## src/rtl/wb_pkg.sv

```systemverilog
// Shared types and default sizing for the writeback port arbiter.
package wb_pkg;

    localparam int unsigned DefDataWidth = 32;
    localparam int unsigned DefAddrWidth = 5;
    localparam int unsigned DefDepth     = 2;
    localparam int unsigned DefMaxWait   = 4;

    // One pending register-file write at the default widths.
    typedef struct packed {
        logic [DefAddrWidth-1:0] rd;
        logic [DefDataWidth-1:0] data;
    } wb_req_t;

    // Which source owns the write port this cycle.
    typedef enum logic [1:0] {
        GntNone,
        GntPipe,
        GntDrain,
        GntForce
    } grant_e;

endpackage

```

## src/rtl/ll_fifo.sv

```systemverilog
// Ring buffer holding long-latency results until the write port is free.
module ll_fifo #(
    parameter int unsigned DEPTH = 2,
    parameter int unsigned WIDTH = 37,
    parameter int unsigned CntW  = 2
) (
    input  logic             clk,
    input  logic             rst,
    input  logic             push_i,
    input  logic             pop_i,
    input  logic [WIDTH-1:0] wdata_i,
    output logic [WIDTH-1:0] head_o,
    output logic [CntW-1:0]  count_o
);

    localparam int unsigned PtrW = $clog2(DEPTH);

    logic [WIDTH-1:0] mem_q [DEPTH];
    logic [PtrW-1:0]  wptr_q, rptr_q;
    logic [CntW-1:0]  count_q;

    // Pointers and occupancy; DEPTH is a power of two so pointers wrap naturally.
    always_ff @(posedge clk) begin
        if (rst) begin
            wptr_q  <= '0;
            rptr_q  <= '0;
            count_q <= '0;
        end else begin
            if (push_i) wptr_q <= wptr_q + 1'b1;
            if (pop_i)  rptr_q <= rptr_q + 1'b1;
            case ({push_i, pop_i})
                2'b10:   count_q <= count_q + 1'b1;
                2'b01:   count_q <= count_q - 1'b1;
                default: count_q <= count_q;
            endcase
        end
    end

    // Storage needs no reset; an entry is only read once count covers it.
    always_ff @(posedge clk) begin
        if (push_i) mem_q[wptr_q] <= wdata_i;
    end

    assign head_o  = mem_q[rptr_q];
    assign count_o = count_q;

endmodule

```

## src/rtl/wb_port_arbiter.sv

```systemverilog
// Shares the register-file write port between pipeline writeback and a
// long-latency unit, buffering the latter and forcing drains when needed.
module wb_port_arbiter
    import wb_pkg::*;
#(
    parameter int unsigned DATA_WIDTH = DefDataWidth,
    parameter int unsigned ADDR_WIDTH = DefAddrWidth,
    parameter int unsigned DEPTH      = DefDepth,
    parameter int unsigned MAX_WAIT   = DefMaxWait
) (
    input  logic                  clk,
    input  logic                  rst,
    input  logic                  reg_write_w,
    input  logic [ADDR_WIDTH-1:0] rd_w,
    input  logic [DATA_WIDTH-1:0] result_w,
    input  logic                  ll_valid,
    input  logic [ADDR_WIDTH-1:0] ll_rd,
    input  logic [DATA_WIDTH-1:0] ll_data,
    output logic                  ll_ready,
    output logic                  stall_wb,
    output logic                  rf_we,
    output logic [ADDR_WIDTH-1:0] rf_addr,
    output logic [DATA_WIDTH-1:0] rf_wdata
);

    localparam int unsigned CntW  = $clog2(DEPTH + 1);
    localparam int unsigned WaitW = $clog2(MAX_WAIT + 1);
    localparam int unsigned ReqW  = ADDR_WIDTH + DATA_WIDTH;

    localparam logic [CntW-1:0]  FullCnt   = CntW'(DEPTH);
    localparam logic [WaitW-1:0] WaitLimit = WaitW'(MAX_WAIT);

    logic [CntW-1:0]       count;
    logic [ReqW-1:0]       head;
    logic [ADDR_WIDTH-1:0] head_rd;
    logic [DATA_WIDTH-1:0] head_data;

    logic pipe_req, full, not_empty, force_drain, push, pop;
    grant_e grant;

    logic [WaitW-1:0]      wait_q, wait_d;
    logic                  rf_we_q, rf_we_d;
    logic [ADDR_WIDTH-1:0] rf_addr_q, rf_addr_d;
    logic [DATA_WIDTH-1:0] rf_wdata_q, rf_wdata_d;

    ll_fifo #(
        .DEPTH (DEPTH),
        .WIDTH (ReqW),
        .CntW  (CntW)
    ) u_fifo (
        .clk     (clk),
        .rst     (rst),
        .push_i  (push),
        .pop_i   (pop),
        .wdata_i ({ll_rd, ll_data}),
        .head_o  (head),
        .count_o (count)
    );

    assign head_rd   = head[ReqW-1:DATA_WIDTH];
    assign head_data = head[DATA_WIDTH-1:0];

    // x0 writes are dropped at both sources so rf_we never targets x0.
    assign pipe_req    = reg_write_w && (rd_w != '0);
    assign full        = (count == FullCnt);
    assign not_empty   = (count != '0);
    // Registered state only: keeps stall_wb off any input-to-output path.
    assign force_drain = full || (not_empty && (wait_q >= WaitLimit));

    assign ll_ready = !rst && !full;
    assign stall_wb = !rst && force_drain;
    assign push     = ll_valid && ll_ready && (ll_rd != '0);
    assign pop      = (grant == GntForce) || (grant == GntDrain);

    // Grant priority: forced drain, then pipeline, then opportunistic drain.
    always_comb begin
        grant = GntNone;
        if (force_drain)    grant = GntForce;
        else if (pipe_req)  grant = GntPipe;
        else if (not_empty) grant = GntDrain;
    end

    // Next write-port contents; address/data hold when nothing is granted.
    always_comb begin
        rf_we_d    = 1'b0;
        rf_addr_d  = rf_addr_q;
        rf_wdata_d = rf_wdata_q;
        unique case (grant)
            GntForce, GntDrain: begin
                rf_we_d    = 1'b1;
                rf_addr_d  = head_rd;
                rf_wdata_d = head_data;
            end
            GntPipe: begin
                rf_we_d    = 1'b1;
                rf_addr_d  = rd_w;
                rf_wdata_d = result_w;
            end
            GntNone: ;
            default: ;
        endcase
    end

    // Age of the current head: restarts on every pop, saturates at the limit.
    always_comb begin
        wait_d = wait_q;
        if (pop || !not_empty) begin
            wait_d = '0;
        end else if (wait_q < WaitLimit) begin
            wait_d = wait_q + 1'b1;
        end
    end

    // Wait counter and registered write-port outputs.
    always_ff @(posedge clk) begin
        if (rst) begin
            wait_q     <= '0;
            rf_we_q    <= 1'b0;
            rf_addr_q  <= '0;
            rf_wdata_q <= '0;
        end else begin
            wait_q     <= wait_d;
            rf_we_q    <= rf_we_d;
            rf_addr_q  <= rf_addr_d;
            rf_wdata_q <= rf_wdata_d;
        end
    end

    assign rf_we    = rf_we_q;
    assign rf_addr  = rf_addr_q;
    assign rf_wdata = rf_wdata_q;

endmodule

```

## config.mk

```make
export PLATFORM = sky130hd
export DESIGN_NAME = wb_port_arbiter
export DESIGN_NICKNAME = d
export VERILOG_FILES = /design/src/rtl/wb_pkg.sv /design/src/rtl/ll_fifo.sv /design/src/rtl/wb_port_arbiter.sv
export SDC_FILE = /design/constraint.sdc
export NUM_CORES = 1
export LEC_CHECK = 0
export CORE_ASPECT_RATIO = 1.5
export CORE_MARGIN = 2
export CORE_UTILIZATION = 45
export CTS_BUF_LIST = sky130_fd_sc_hd__clkbuf_8 sky130_fd_sc_hd__clkbuf_16
export CTS_CLUSTER_DIAMETER = 40
export DETAILED_ROUTE_END_ITERATION = 10
export PLACE_DENSITY_LB_ADDON = 0.12
export RECOVER_POWER = 25
export SETUP_SLACK_MARGIN = 0.02
export SLEW_MARGIN = 25
export SYNTH_ARGS = -nofsm -noshare
export SYNTH_HDL_FRONTEND = slang
export SYNTH_HIERARCHICAL = 1
export SYNTH_SLANG_ARGS = --single-unit
```

## constraint.sdc

```tcl
create_clock -name clk -period 8 [get_ports clk]
set_clock_uncertainty 0.05 [all_clocks]
set_input_delay 2.4 -clock clk [delete_from_list [all_inputs] [get_ports clk]]
set_output_delay 2.4 -clock clk [all_outputs]
set_load 0.02 [all_outputs]
```

# Yosys cells after proc, flatten, opt, wreduce, memory -nomap -nowiden

Memory sizes are Yosys's and may differ from the RTL's. A register that Yosys moved wholly into a read port is not among the register bits.
Index checks and enable logic that the tools add are counted.

Mux-type cells: 11
Reductions and logical operators: 20
Equality and inequality tests: 6
$add $sub $neg: 5
$lt $le $gt $ge: 2

Operators by type and width:

| cell                | number |
|---|---|
| $pmux 32 s2         | 1 |
| $pmux 5 s2          | 1 |
| $reduce_bool 5->1   | 2 |
| $eq 2x2->1 const B  | 4 |
| $logic_and 1x1->1   | 6 |
| $mux 2              | 3 |
| $reduce_bool 2->1   | 3 |
| $mux 1              | 5 |
| $eq 2x1->1 const B  | 2 |
| $pmux 2 s2          | 1 |
| $reduce_or 2->1     | 2 |
| $add 3x1->3 const B | 1 |
| $ge 3x3->1 const B  | 1 |
| $logic_not 1->1     | 3 |
| $logic_or 1x1->1    | 3 |
| $lt 3x3->1 const B  | 1 |
| $reduce_or 3->1     | 1 |
| $add 1x1->1 const B | 2 |
| $add 2x1->2 const B | 1 |
| $sub 2x1->2 const B | 1 |

Bits in writable memories: 74
Logic and storage cells: 52
Memories kept: 1
Flip-flop bits (word level): 45

Memory list:

| name         | words | width | rd ports | clocked after Yosys merged registers in | wr ports | line          | text |
|---|---|---|---|---|---|---|---|
| u_fifo.mem_q | 2     | 37    | 1        | 1                                       | 1        | ll_fifo.sv:18 | `logic [WIDTH-1:0] mem_q [DEPTH];` |

# Logic depth before layout (Yosys ltp)

Depth after elaboration: 8
Gate-level depth with buffers: 9

# By module

The synthesis kept the hierarchy.

Modules (own cells, without submodules):

| module          | instances | sequential area each (µm²) | cells an instance | area an instance (µm²) |
|---|---|---|---|---|
| ll_fifo         | 1         | 2,322.2                    | 135               | 2,870.3 |
| wb_port_arbiter | 1         | 820.8                      | 155               | 1,771.7 |

# Least setup slack after synthesis

OpenSTA, ideal clock, no wires.

Path kind: input -> output
Start point: input port rst
End point: output port stall_wb
Path buffers: 1
Stages on the path: 2
Path slack: 2,519 ps
Data required time: 5,550 ps
Data arrival time: 3,031 ps
Cell sequence: buf_6 nor3_1

Word-level cells in the longest chain between the ends: 2

RTL lines:

| item              | line                  | text |
|---|---|---|
| from (decl)       | wb_port_arbiter.sv:12 | `input logic rst,` |
| $logic_not 1->1   | wb_port_arbiter.sv:71 | `assign stall_wb = !rst && force_drain;` |
| $logic_and 1x1->1 | wb_port_arbiter.sv:71 |  |
| to (decl)         | wb_port_arbiter.sv:20 | `output logic stall_wb,` |

No other way between the ends.

# Worst setup path in the final report

Same ends and word-level chain as after synthesis.

==> metrics.md <==
| Metric | Value |
|---|---|
| Post-synthesis cell count | 290 |
| CTS tree | yes |
| Filler cells | 776 |
| Top post-synthesis cells by area | edfxtp_1 (48%), dfxtp_1 (20%), mux2_2 (9.2%) |
| Commonest cells in the netlist | edfxtp_1 (74), dfxtp_1 (46), mux2_2 (38) |
| Crit-path cells | clkdlybuf4s50_1 -> nor3_1 -> clkdlybuf4s50_1 |
| HPWL Detailed | 6.32 mm |
| Slew Limit Fails | 0 |
| Synth-to-layout area growth | 39.6% |
| Clk sink count | 120 |
| Simple-Gate Fraction of Synth Area | 0.0771 |
| Post-synth ARST share | 0 |
| Critical Path End Type | output port |
| Synth Area in Adders | 0.00539 |
| WL met3 | 536 microns |
| Crit path top cell by count | clkdlybuf4s50_1 |
| Largest family of logic cells by synthesized area | compound AO/OA/AOI/OAI gates |
| Top cell type's share of synthesized area | 0.479 |
| Top-count cell post-synth | edfxtp_1 |
| Clk slew on worst S/H paths | 0.05 ns |
| Data arrival time of the critical path | 4.11 ns |
| Die area | 11200 sq um |
| Setup TNS | 0 ns |
| Xor/xnor share of the synthesized area | 0.00755 |
| Synth warn | 6 |
| Finished layout cell area | 6480 sq um |
| Vias | 2903 |
| DR WL met2 | 5.27 mm |
| Via density | 5.31 |
| Final worst-path cycle share | 0.821 |
| Vias in the first global route | 3123 |
| Layout cells sized above 1 | 0.213 |
| CP Class | in -> out |
| Worst Setup Start Kind | primary input |
| RSZ-0062 raised after global routing | false |
| Final core utilization | 0.643 |
| Clock latency on the worst-skew pair | 0.40 ns |
| Mapped Area | 4640 sq um |
| Hold_ws | 0.395 ns |
| Post-route DRC | 0 |
| Final GP Congestion | 0.771 |
| Clock buffer depth | 2 |
| Mapped Nets | 370 |
| WL met1 | 3.90 mm |
| Distinct cells, synth | 35 |
| Core area | 10100 sq um |
| #FFs+latches synth | 120 |
| Max cap viols | 0 |
| Main synth FF type | edfxtp_1 |
| Slew HR | 0.357 |
| Total track usage | 0.190 |
| Synth Area in Compound Gates | 0.107 |
| # H-tree levels | 4 |
| Pin count of the biggest net entering global routing | 38 |
| Slowest Stage Delay on Critical Path | 0.75 ns |
| Worst VDD drop | 0.213 mV |
| Num CTS Buffers | 17 |
| Port Buffers | 117 |
| Initial Util | 0.461 |
| Placed instance area | 5870 sq um |
| Global route overflow | 0 |
| Maximum fanout along the worst path | 16 |
| Post-CTS sizing | 0 |
| Rows | 45 |
| Post-synthesis mux area share | 0.0922 |
| Antenna violations before repair | 2 |
| Root buffer cell | clkbuf_16 |
| Detailed Route WL | 9.88 mm |
| Nets | 495 |
| Die width | 86.9 microns |
| Seq/Total Area, Yosys | 0.677 |
| Critical path required time | 5.55 ns |
| Antenna-violating nets left | 0 |
| Setup Fix Bufs, Post-CTS | 0 |
| PwrDens | 337 nW/um^2 |
| Worst min path class | reg -> reg |
| EDFF count, synth | 74 |
| Chip Height | 128 microns |
| Syn_area_per_cell | 16.0 sq um |
| Actual slew at the worst max-slew pin | 0.964 ns |
| Min Tclk post-route | 6.56 ns |
| Top sig layer | met4 |
| Cell accounting for the most synthesized area | edfxtp_1 |
| Status | complete, no violations |
| Drt wl/cell | 18.1 microns |
| Final Setup Violations | 0 |
| Drt first pass iters | 4 |
| Ports | 118 |
| Slowest cell on the critical path | clkdlybuf4s50_1 |
| Leakage | 2.36 nW |
| Max Fclk | 152 MHz |
| CTS Hold Bufs | 0 |
| Initial DRC count | 137 |
| First-pass GRT wire length | 15.7 mm |
| Hold Violations, Final | 0 |
[stage by stage]
stage | total power [mW] | cells | setup slack [ns]
after floorplan | 1.19 | 290 | 2.52
after global placement | 1.41 | 512 | 1.46
after detailed placement | 1.43 | 513 | 1.43
after CTS | 2.21 | 545 | 1.42
after global routing | 2.28 | 547 | 1.33
final | 2.18 | 547 | 1.44
[worst max-delay path, delay by kind of cell]
family                 cells  cell delay [ns]
buffers and inverters      2             1.39
AND/OR/NAND/NOR            1             0.32
[metal layers]
metal  GRT usage  up-vias
li1            -     1378
met1       0.214     1416
met2       0.326       94
met3      0.0539       15
met4      0.0947        0
met5           0        -
[sequential cells by signal, summed over array words and instances, names as in the netlist, named ones only]
name,count
u_fifo/wptr_q,1
wait_q,3
u_fifo/count_o,2
rf_wdata,32
rf_we,1
rf_addr,5
u_fifo/mem_q,74
u_fifo/rptr_q,1
[placed cells by master, fill, tap and decap left out, drive strengths merged, types with 3 or more instances in the layout]
cell type	count
dfxtp	46
clkdlybuf4s50	87
clkinv	5
dlygate4sd3	30
a21o	5
inv	6
nor2	10
a22o	5
and2	33
edfxtp	74
nor3	5
a21oi	5
clkbuf	18
a221o	32
mux2	38
xnor2	3
bufinv	4
buf	3
[final timing paths]
path	start	end	slack, ns	cells past startpoint
max	rst	stall_wb	1.44	3
min	wait_q[0]$_SDFFE_PP0N_	wait_q[0]$_SDFFE_PP0N_	0.40	1
max reg2reg	u_fifo/count_o[0]$_SDFFE_PP0P_	u_fifo/mem_q[0][2]$_DFFE_PP_	5.60	7
min reg2reg	wait_q[0]$_SDFFE_PP0N_	wait_q[0]$_SDFFE_PP0N_	0.40	1
[final cells by class]
type	instances	area [sq um]	share of cell area
antenna	2	5.00	0.000772
clock buffer	18	439	0.0678
clock inverter	14	165	0.0255
inverter	2	7.51	0.00116
multi-input combinational	154	1360	0.210
sequential	120	3140	0.485
tap	117	146	0.0226
timing repair buffer	120	1210	0.187
[report_power, final]
group          leakage (nW)  switching, mW  internal (mW)
combinational         0.988          0.271          0.296
sequential             1.06         0.0741          0.775
clock                 0.310          0.247          0.519
[logic make-up (layout without fill, tap and decap cells)]
kind of cell / count (synthesis) / count (layout)
DFF: 120 / 120
and+or+nand+nor: 57 / 57
AOI/OAI and AO/OA: 53 / 53
muxes: 38 / 38
buffers and inverters: 16 / 154
xor gates and xnor gates: 4 / 4
adders and majority gates: 2 / 2
other: 0 / 2
Note: power is estimated with default switching activity, not from simulation.
